[src/rtl/fetch_unit.sv]
// Fetch stage: owns the PC, issues in-order requests to a variable-latency
// instruction memory, and buffers returned words for the IF/ID register.
module fetch_unit #(
  parameter int unsigned           ADDR_WIDTH = 32,
  parameter logic [ADDR_WIDTH-1:0] RESET_PC   = 32'h0000_0000,
  parameter int unsigned           FIFO_DEPTH = 4
) (
  input  logic                  clk,
  input  logic                  reset,
  input  logic                  StallF,
  input  logic                  BranchTaken,
  input  logic [ADDR_WIDTH-1:0] BranchTarget,
  output logic                  imem_req,
  output logic [ADDR_WIDTH-1:0] imem_addr,
  input  logic                  imem_valid,
  input  logic [31:0]           imem_rdata,
  output logic [31:0]           InstrF,
  output logic                  InstrValidF,
  output logic [ADDR_WIDTH-1:0] PCF,
  output logic [ADDR_WIDTH-1:0] PCPlus4F
);

  localparam int unsigned PTR_W = (FIFO_DEPTH > 1) ? $clog2(FIFO_DEPTH) : 1;
  localparam int unsigned CNT_W = PTR_W + 1;
  localparam logic [CNT_W:0] SLOT_LIMIT = (CNT_W + 1)'(FIFO_DEPTH);
  localparam logic [ADDR_WIDTH-1:0] PC_STEP = ADDR_WIDTH'(4);
  localparam logic [ADDR_WIDTH-1:0] ALIGN_MASK = ~ADDR_WIDTH'(3);

  logic [ADDR_WIDTH-1:0] fetch_pc_q, fetch_pc_d;
  logic [31:0]           fifo_instr_q [FIFO_DEPTH];
  logic [31:0]           fifo_instr_d [FIFO_DEPTH];
  logic [ADDR_WIDTH-1:0] fifo_pc_q    [FIFO_DEPTH];
  logic [ADDR_WIDTH-1:0] fifo_pc_d    [FIFO_DEPTH];
  logic [ADDR_WIDTH-1:0] tag_pc_q     [FIFO_DEPTH];
  logic [ADDR_WIDTH-1:0] tag_pc_d     [FIFO_DEPTH];
  logic [PTR_W-1:0]      rd_ptr_q, rd_ptr_d;
  logic [PTR_W-1:0]      wr_ptr_q, wr_ptr_d;
  logic [PTR_W-1:0]      tag_rd_ptr_q, tag_rd_ptr_d;
  logic [PTR_W-1:0]      tag_wr_ptr_q, tag_wr_ptr_d;
  logic [CNT_W-1:0]      count_q, count_d;
  logic [CNT_W-1:0]      outstanding_q, outstanding_d;
  logic [CNT_W-1:0]      discard_q, discard_d;

  logic [CNT_W:0]        used_slots;
  logic                  push;
  logic                  pop;

  // Credit counts buffered entries plus in-flight requests, so every
  // response is guaranteed a free FIFO slot.
  assign used_slots  = {1'b0, count_q} + {1'b0, outstanding_q};
  assign imem_req    = reset & ~BranchTaken & (used_slots < SLOT_LIMIT);
  assign imem_addr   = fetch_pc_q;
  assign InstrValidF = (count_q != '0);
  assign InstrF      = InstrValidF ? fifo_instr_q[rd_ptr_q] : 32'h0;
  assign PCF         = InstrValidF ? fifo_pc_q[rd_ptr_q] : RESET_PC;
  assign PCPlus4F    = PCF + PC_STEP;

  assign push = imem_valid & (discard_q == '0) & ~BranchTaken;
  assign pop  = InstrValidF & ~StallF;

  always_comb begin
    fetch_pc_d    = fetch_pc_q;
    fifo_instr_d  = fifo_instr_q;
    fifo_pc_d     = fifo_pc_q;
    tag_pc_d      = tag_pc_q;
    rd_ptr_d      = rd_ptr_q;
    wr_ptr_d      = wr_ptr_q;
    tag_rd_ptr_d  = tag_rd_ptr_q;
    tag_wr_ptr_d  = tag_wr_ptr_q;
    count_d       = count_q + CNT_W'(push) - CNT_W'(pop);
    outstanding_d = outstanding_q + CNT_W'(imem_req) - CNT_W'(imem_valid);
    discard_d     = discard_q;

    if (imem_req) begin
      fetch_pc_d             = fetch_pc_q + PC_STEP;
      tag_pc_d[tag_wr_ptr_q] = fetch_pc_q;
      tag_wr_ptr_d           = tag_wr_ptr_q + PTR_W'(1);
    end

    // Every response retires its tag, whether it is kept or dropped.
    if (imem_valid) begin
      tag_rd_ptr_d = tag_rd_ptr_q + PTR_W'(1);
      if (discard_q != '0) discard_d = discard_q - CNT_W'(1);
    end

    if (push) begin
      fifo_instr_d[wr_ptr_q] = imem_rdata;
      fifo_pc_d[wr_ptr_q]    = tag_pc_q[tag_rd_ptr_q];
      wr_ptr_d               = wr_ptr_q + PTR_W'(1);
    end

    if (pop) rd_ptr_d = rd_ptr_q + PTR_W'(1);

    if (BranchTaken) begin
      fetch_pc_d = BranchTarget & ALIGN_MASK;
      rd_ptr_d   = '0;
      wr_ptr_d   = '0;
      count_d    = '0;
      discard_d  = outstanding_d;
    end
  end

  always_ff @(posedge clk) begin
    if (!reset) begin
      fetch_pc_q    <= RESET_PC;
      rd_ptr_q      <= '0;
      wr_ptr_q      <= '0;
      tag_rd_ptr_q  <= '0;
      tag_wr_ptr_q  <= '0;
      count_q       <= '0;
      outstanding_q <= '0;
      discard_q     <= '0;
    end else begin
      fetch_pc_q    <= fetch_pc_d;
      rd_ptr_q      <= rd_ptr_d;
      wr_ptr_q      <= wr_ptr_d;
      tag_rd_ptr_q  <= tag_rd_ptr_d;
      tag_wr_ptr_q  <= tag_wr_ptr_d;
      count_q       <= count_d;
      outstanding_q <= outstanding_d;
      discard_q     <= discard_d;
    end
  end

  always_ff @(posedge clk) begin
    fifo_instr_q <= fifo_instr_d;
    fifo_pc_q    <= fifo_pc_d;
    tag_pc_q     <= tag_pc_d;
  end

  // A response with nothing outstanding means the memory broke protocol.
  resp_has_request: assert property (
    @(posedge clk) disable iff (!reset) imem_valid |-> (outstanding_q != '0)
  );

endmodule

[config.mk]
export PLATFORM = sky130hd
export DESIGN_NAME = fetch_unit
export DESIGN_NICKNAME = d
export VERILOG_FILES = /design/src/rtl/fetch_unit.sv
export SDC_FILE = /design/constraint.sdc
export NUM_CORES = 1
export LEC_CHECK = 0
export CORE_MARGIN = 2
export CORE_UTILIZATION = 45
export CTS_CLUSTER_DIAMETER = 150
export DETAILED_ROUTE_END_ITERATION = 10
export HOLD_SLACK_MARGIN = 0.12
export PLACE_DENSITY = 0.77
export SYNTH_ARGS = -nofsm -noshare
export SYNTH_HDL_FRONTEND = slang
export SYNTH_SLANG_ARGS = --single-unit
[constraint.sdc]
create_clock -name clk -period 4.52 [get_ports clk]
set_input_delay 0.452 -clock clk [delete_from_list [all_inputs] [get_ports clk]]
set_output_delay 0.452 -clock clk [all_outputs]
set_load 0.005 [all_outputs]
* After elaboration in Yosys (flattened, before gate mapping)
Index checks and enable logic that the tools add are counted. W data, S select, Z words.
Storage, ports and cells: register bits 433, bits of input ports 69
Operators by class: multiplexer cells 23, reduce and logical (&&, ||, !) cells 10, bitwise operators 12, add/subtract/negate cells 12, $lt $le $gt $ge 7
Operators with widths (count):
- $bwmux W128 | 3
- $mux W32 | 12
- $bmux W32 S2 | 3
- $demux W32 S2 | 2
- $add A32 B3 Y32 const B | 2
- $ge A3 B3 Y1 const B | 4
- $not A2 Y3 | 4
- $mux W3 | 3
- $add A2 B1 Y2 const B | 4
- $add A3 B1 Y3 | 2
- $lt A3 B1 Y1 const B | 2
- $reduce_bool A2 Y1 | 3
- $reduce_bool A3 Y1 | 2
- $sub A3 B1 Y3 | 2
- $and A1 B1 Y1 | 5
- $add A3 B3 Y4 | 1
- $lt A4 B3 Y1 const B | 1
- $logic_not A3 Y1 | 1
- $not A1 Y1 | 3
- $sub A3 B1 Y3 const B | 1
- $logic_and A1 B1 Y1 | 2
- $reduce_and A2 Y1 | 1
- $reduce_or A2 Y1 | 1

* Depth between registers and ports, before layout
word-level depth 6, depth in mapped cells 12, mapped depth without buffers 12

* Worst setup path before layout
Ideal clock, no wire load.
path type input-to-reg, from input port BranchTaken, to register fifo_instr_q[0] (netlist name) (enable), stages on the path 3, library setup time 0.426 ns, arrival 2.968 ns, setup slack 1.125 ns, buffers on the path 1, data required time 4.094 ns, cell sequence clkbuf_1 -> nor4b_1 -> and2_1
On the way: word-level cells in the longest chain between the ends 2
Ends and longest elaborated chain:
- from (decl) | line 11 | input logic BranchTaken,
- $not A1 Y1 | line 58 | assign push = imem_valid & (discard_q == '0) & ~BranchTaken;
- $and A1 B1 Y1 | line 58
- to (signal assigned) | line 126 | fifo_instr_q <= fifo_instr_d;
- to (decl) | line 30 | logic [31:0] fifo_instr_q [FIFO_DEPTH];
No other way between the ends. A chain may end at the register's enable or synchronous reset.

* Worst setup path in the final report
from register rd_ptr_q[1], to output port PCPlus4F[26]
On the way: word-level cells in the longest chain between the ends 6
Ends and longest elaborated chain:
- from (decl) | line 36 | logic [PTR_W-1:0] rd_ptr_q, rd_ptr_d;
- from (signal assigned) | line 115 | rd_ptr_q <= rd_ptr_d;
- $not A2 Y3 (not written as such) | line 55 | assign PCF = InstrValidF ? fifo_pc_q[rd_ptr_q] : RESET_PC;
- $bmux W32 S2 | line 55
- $mux W32 (not written as such) (2 in a row) | line 55
- $mux W32 | line 55
- $add A32 B3 Y32 | line 56 | assign PCPlus4F = PCF + PC_STEP;
- to (decl) | line 20 | output logic [ADDR_WIDTH-1:0] PCPlus4F
No other way between the ends. The select of a mux whose other input is x is not followed.

==> metrics.txt <==
status=completed; FP Rows=72; max_cap viols=0; HPWL Detailed=24,900 um; Starting Density=45.6%; Worst Path Required=4.07 ns; Synth Cell Area=17,700 sq um; R2R Setup Slk=1.82 ns; initial antenna violation count=0; Routed WL=38,000 um; grt met1 use=26.3%; fin. max-slew vios=0; GRT Util Overall=18.5%; Post-Place Cells=1,766; fin cells=1,847; die height=202 um; met2 GRT Util=29.0%; Die ar.=40,800 sq um; Final Core Density=55.9%; Area Overhead vs Synth=22.7%; Peak VDD IR=0.276 mV; Die X-Extent=202 um; sequential area share after synthesis=67.9%; Num Clock Sinks=415; antenna viol nets, final=0; drt pass-1 iters=5; CTS tree=built; layer with the highest usage=met2; Root Buffer=clkbuf_16; Synth area leaders=edfxtp_1 63%, mux4_2 10%, dfxtp_1 5.3%; Yosys top cell by area=edfxtp_1; Post-synth top cells=368 x edfxtp_1, 81 x mux4_2, 69 x and2_1; Hold Path Class=input pin to flip-flop; nets@finish=1,384; final period utilization=95.8%; num ports=199; Setup WS pre-CTS=0.651 ns; routability-driven placement congestion ratio=0.840; first-pass GRT wire length=58,800 um; critical path type=flip-flop to primary output; post-route total power=9.23 mW; initial DRC count=789; Pwr Density=426 nW/um^2; Clock Latency Late Sink=0.55 ns; crit-path max FO=28; Worst-path clk slew=0.06 ns; dominant synthesized flop cell=edfxtp_1; Seq cells post-synth=415; M3 GR Usage=3.10%; worst-case reg-to-reg path depth=11; grt total ovfl=0; area share of the largest cell type after synthesis=62.6%; count leader, synth=edfxtp_1; vias in the first global route=10,300; Post-Syn Instances=1,084; CP endpoint kind=primary output; PortBufs=190; mean post-synth cell area=16.3 sq um; per-cell routed wire length=20.6 um; crit path to=PCPlus4F[26]; Final WS setup=0.189 ns; fmax=231 MHz; via count=10,400; CTS hold repair buffers=0; worst slew pin tran=1.08 ns; DRC viols=0; CP arrival=3.88 ns; number of diodes=0; worst reg2reg path endpoint=discard_q[2]$_SDFFE_PN0P_; min cycle time layout=4.33 ns; Unique masters post-synth=70; async set-or-reset flop fraction in the synthesized netlist=0%; TritonCTS Buffers=43; skew final=0.0188 ns; Largest stage delay, worst path=0.58 ns; CTS H-tree lvls=2; final hold vios=0; share of cells above drive strength 1=15.4%; vias per cell=5.62; largest net degree at the start of global routing=87; leakage power=6.99 nW; Syn. warnings=0; hold_ws=0.474 ns; Worst setup startpoint=rd_ptr_q[1]$_SDFFE_PP0P_; Crit Reg-Reg Startpoint=count_q[1]$_SDFF_PP0_; number of flops mapped to enable cells by yosys=368; Core Area=38,700 sq um; crit path launch type=flip-flop; Clock Tree Buf Depth=3; CP max-delay cell=dfxtp_4; critical path, cell by cell=mux4_2 > and2_1 > ha_1 > nand2_1 > o22ai_1 > nand3_2 > nor4_4 > buf_4 > nand4_1 > xnor2_1 > clkdlybuf4s50_1; FILL cells=2,982; Max-slew headroom=28.2%; setup violators final=0
==> state kept, by name (all words and copies together) (netlist names), 3 cells and up <==
signal,cells
count_q,3
discard_q,3
fifo_instr_q,128
fifo_pc_q,120
imem_addr,30
outstanding_q,3
tag_pc_q,120
==> cells in the final DEF, fill, tap and decap left out, types with 5 or more instances in the layout <==
master / n
a211oi_1: 11
a21oi_1: 25
a221oi_1: 8
a31oi_1: 9
and2_1: 65
and2_2: 5
and3_1: 12
and4_1: 5
buf_4: 22
bufinv_16: 6
clkbuf_1: 5
clkbuf_16: 45
clkdlybuf4s50_1: 190
clkinv_1: 6
clkinv_2: 8
conb_1: 6
dfxtp_1: 43
edfxtp_1: 368
ha_1: 18
inv_1: 28
mux2i_1: 10
mux4_1: 7
mux4_2: 81
nand2_1: 63
nand3_1: 44
nand3b_1: 7
nand4_1: 14
nor2_1: 47
nor2b_1: 8
nor3_1: 13
nor4_1: 6
o211ai_1: 8
o21ai_0: 21
xnor2_1: 29
xor2_1: 8
==> critical path, delay by kind of cell, from the launching register on <==
kind            cells  cell delay (ns)
mux                 1             0.27
fa+ha+maj           1             0.21
buf+inv             2             0.74
flops               1             0.58
compound gates      1             0.28
xor+xnor            1             0.29
simple gates        5             0.94
==> area by class of cell <==
type	count	area, sq um	area share [%]
sequential	415	12000	55.4
multi-input combinational	587	5260	24.3
timing repair buffer	218	2170	10.0
clock buffer	52	1170	5.41
tap	518	648	2.99
clock inverter	27	310	1.43
inverter	30	113	0.520
==> power by group <==
group	switching, mW	leakage (nW)	internal (mW)
clock	1.43	0.719	2.20
combinational	0.525	2.53	0.548
sequential	0.127	3.74	4.40
==> cells by family after synthesis <==
group                    synth area share [%]
AO/OA/AOI/OAI                            4.26
XOR/XNOR                                 1.83
adder cells (fa/ha/maj)                  1.50
buffers and inverters                    2.50
flip-flops                               67.9
multiplexers                             12.4
other                                  0.0212
AND/OR/NAND/NOR                          9.63
==> layer usage <==
layer | routed length [um] | vias to the layer above | share of wire, %
met2 | 17600 | 504 | 46
met3 | 2960 | 86 | 7.8
li1 | - | 4687 | -
met4 | 1160 | 0 | 3.0
met1 | 16300 | 5111 | 43
met5 | 0 | - | 0
==> per-stage QoR <==
step | area [sq um] | TNS, ns
detailed placement | 20200 | 0
CTS | 21700 | 0
floorplan | 17700 | 0
finish | 21700 | 0
global route | 21700 | -0.00780
global placement | 20200 | 0
==> timing repair <==
action | 4_1_cts | 5_1_grt
buffers inserted | 0 | 2
setup endpoints to repair | 0 | 8
gates resized for setup | 0 | 2
==> how the worst min path moves through the flow <==
| stage | from | end | depth (start not counted) |
|---|---|---|---|
| floorplan | tag_wr_ptr_q[1]$_SDFFE_PN0P_ | tag_wr_ptr_q[1]$_SDFFE_PN0P_ | 2 |
| global placement | tag_wr_ptr_q[1]$_SDFFE_PN0P_ | tag_wr_ptr_q[1]$_SDFFE_PN0P_ | 2 |
| detailed placement | tag_wr_ptr_q[1]$_SDFFE_PN0P_ | tag_wr_ptr_q[1]$_SDFFE_PN0P_ | 2 |
| CTS | BranchTarget[15] | imem_addr[15]$_SDFFE_PN0P_ | 3 |
| global route | BranchTarget[7] | imem_addr[7]$_SDFFE_PN0P_ | 3 |
| finish | BranchTarget[15] | imem_addr[15]$_SDFFE_PN0P_ | 3 |
Power figures use the tool's default switching activity.
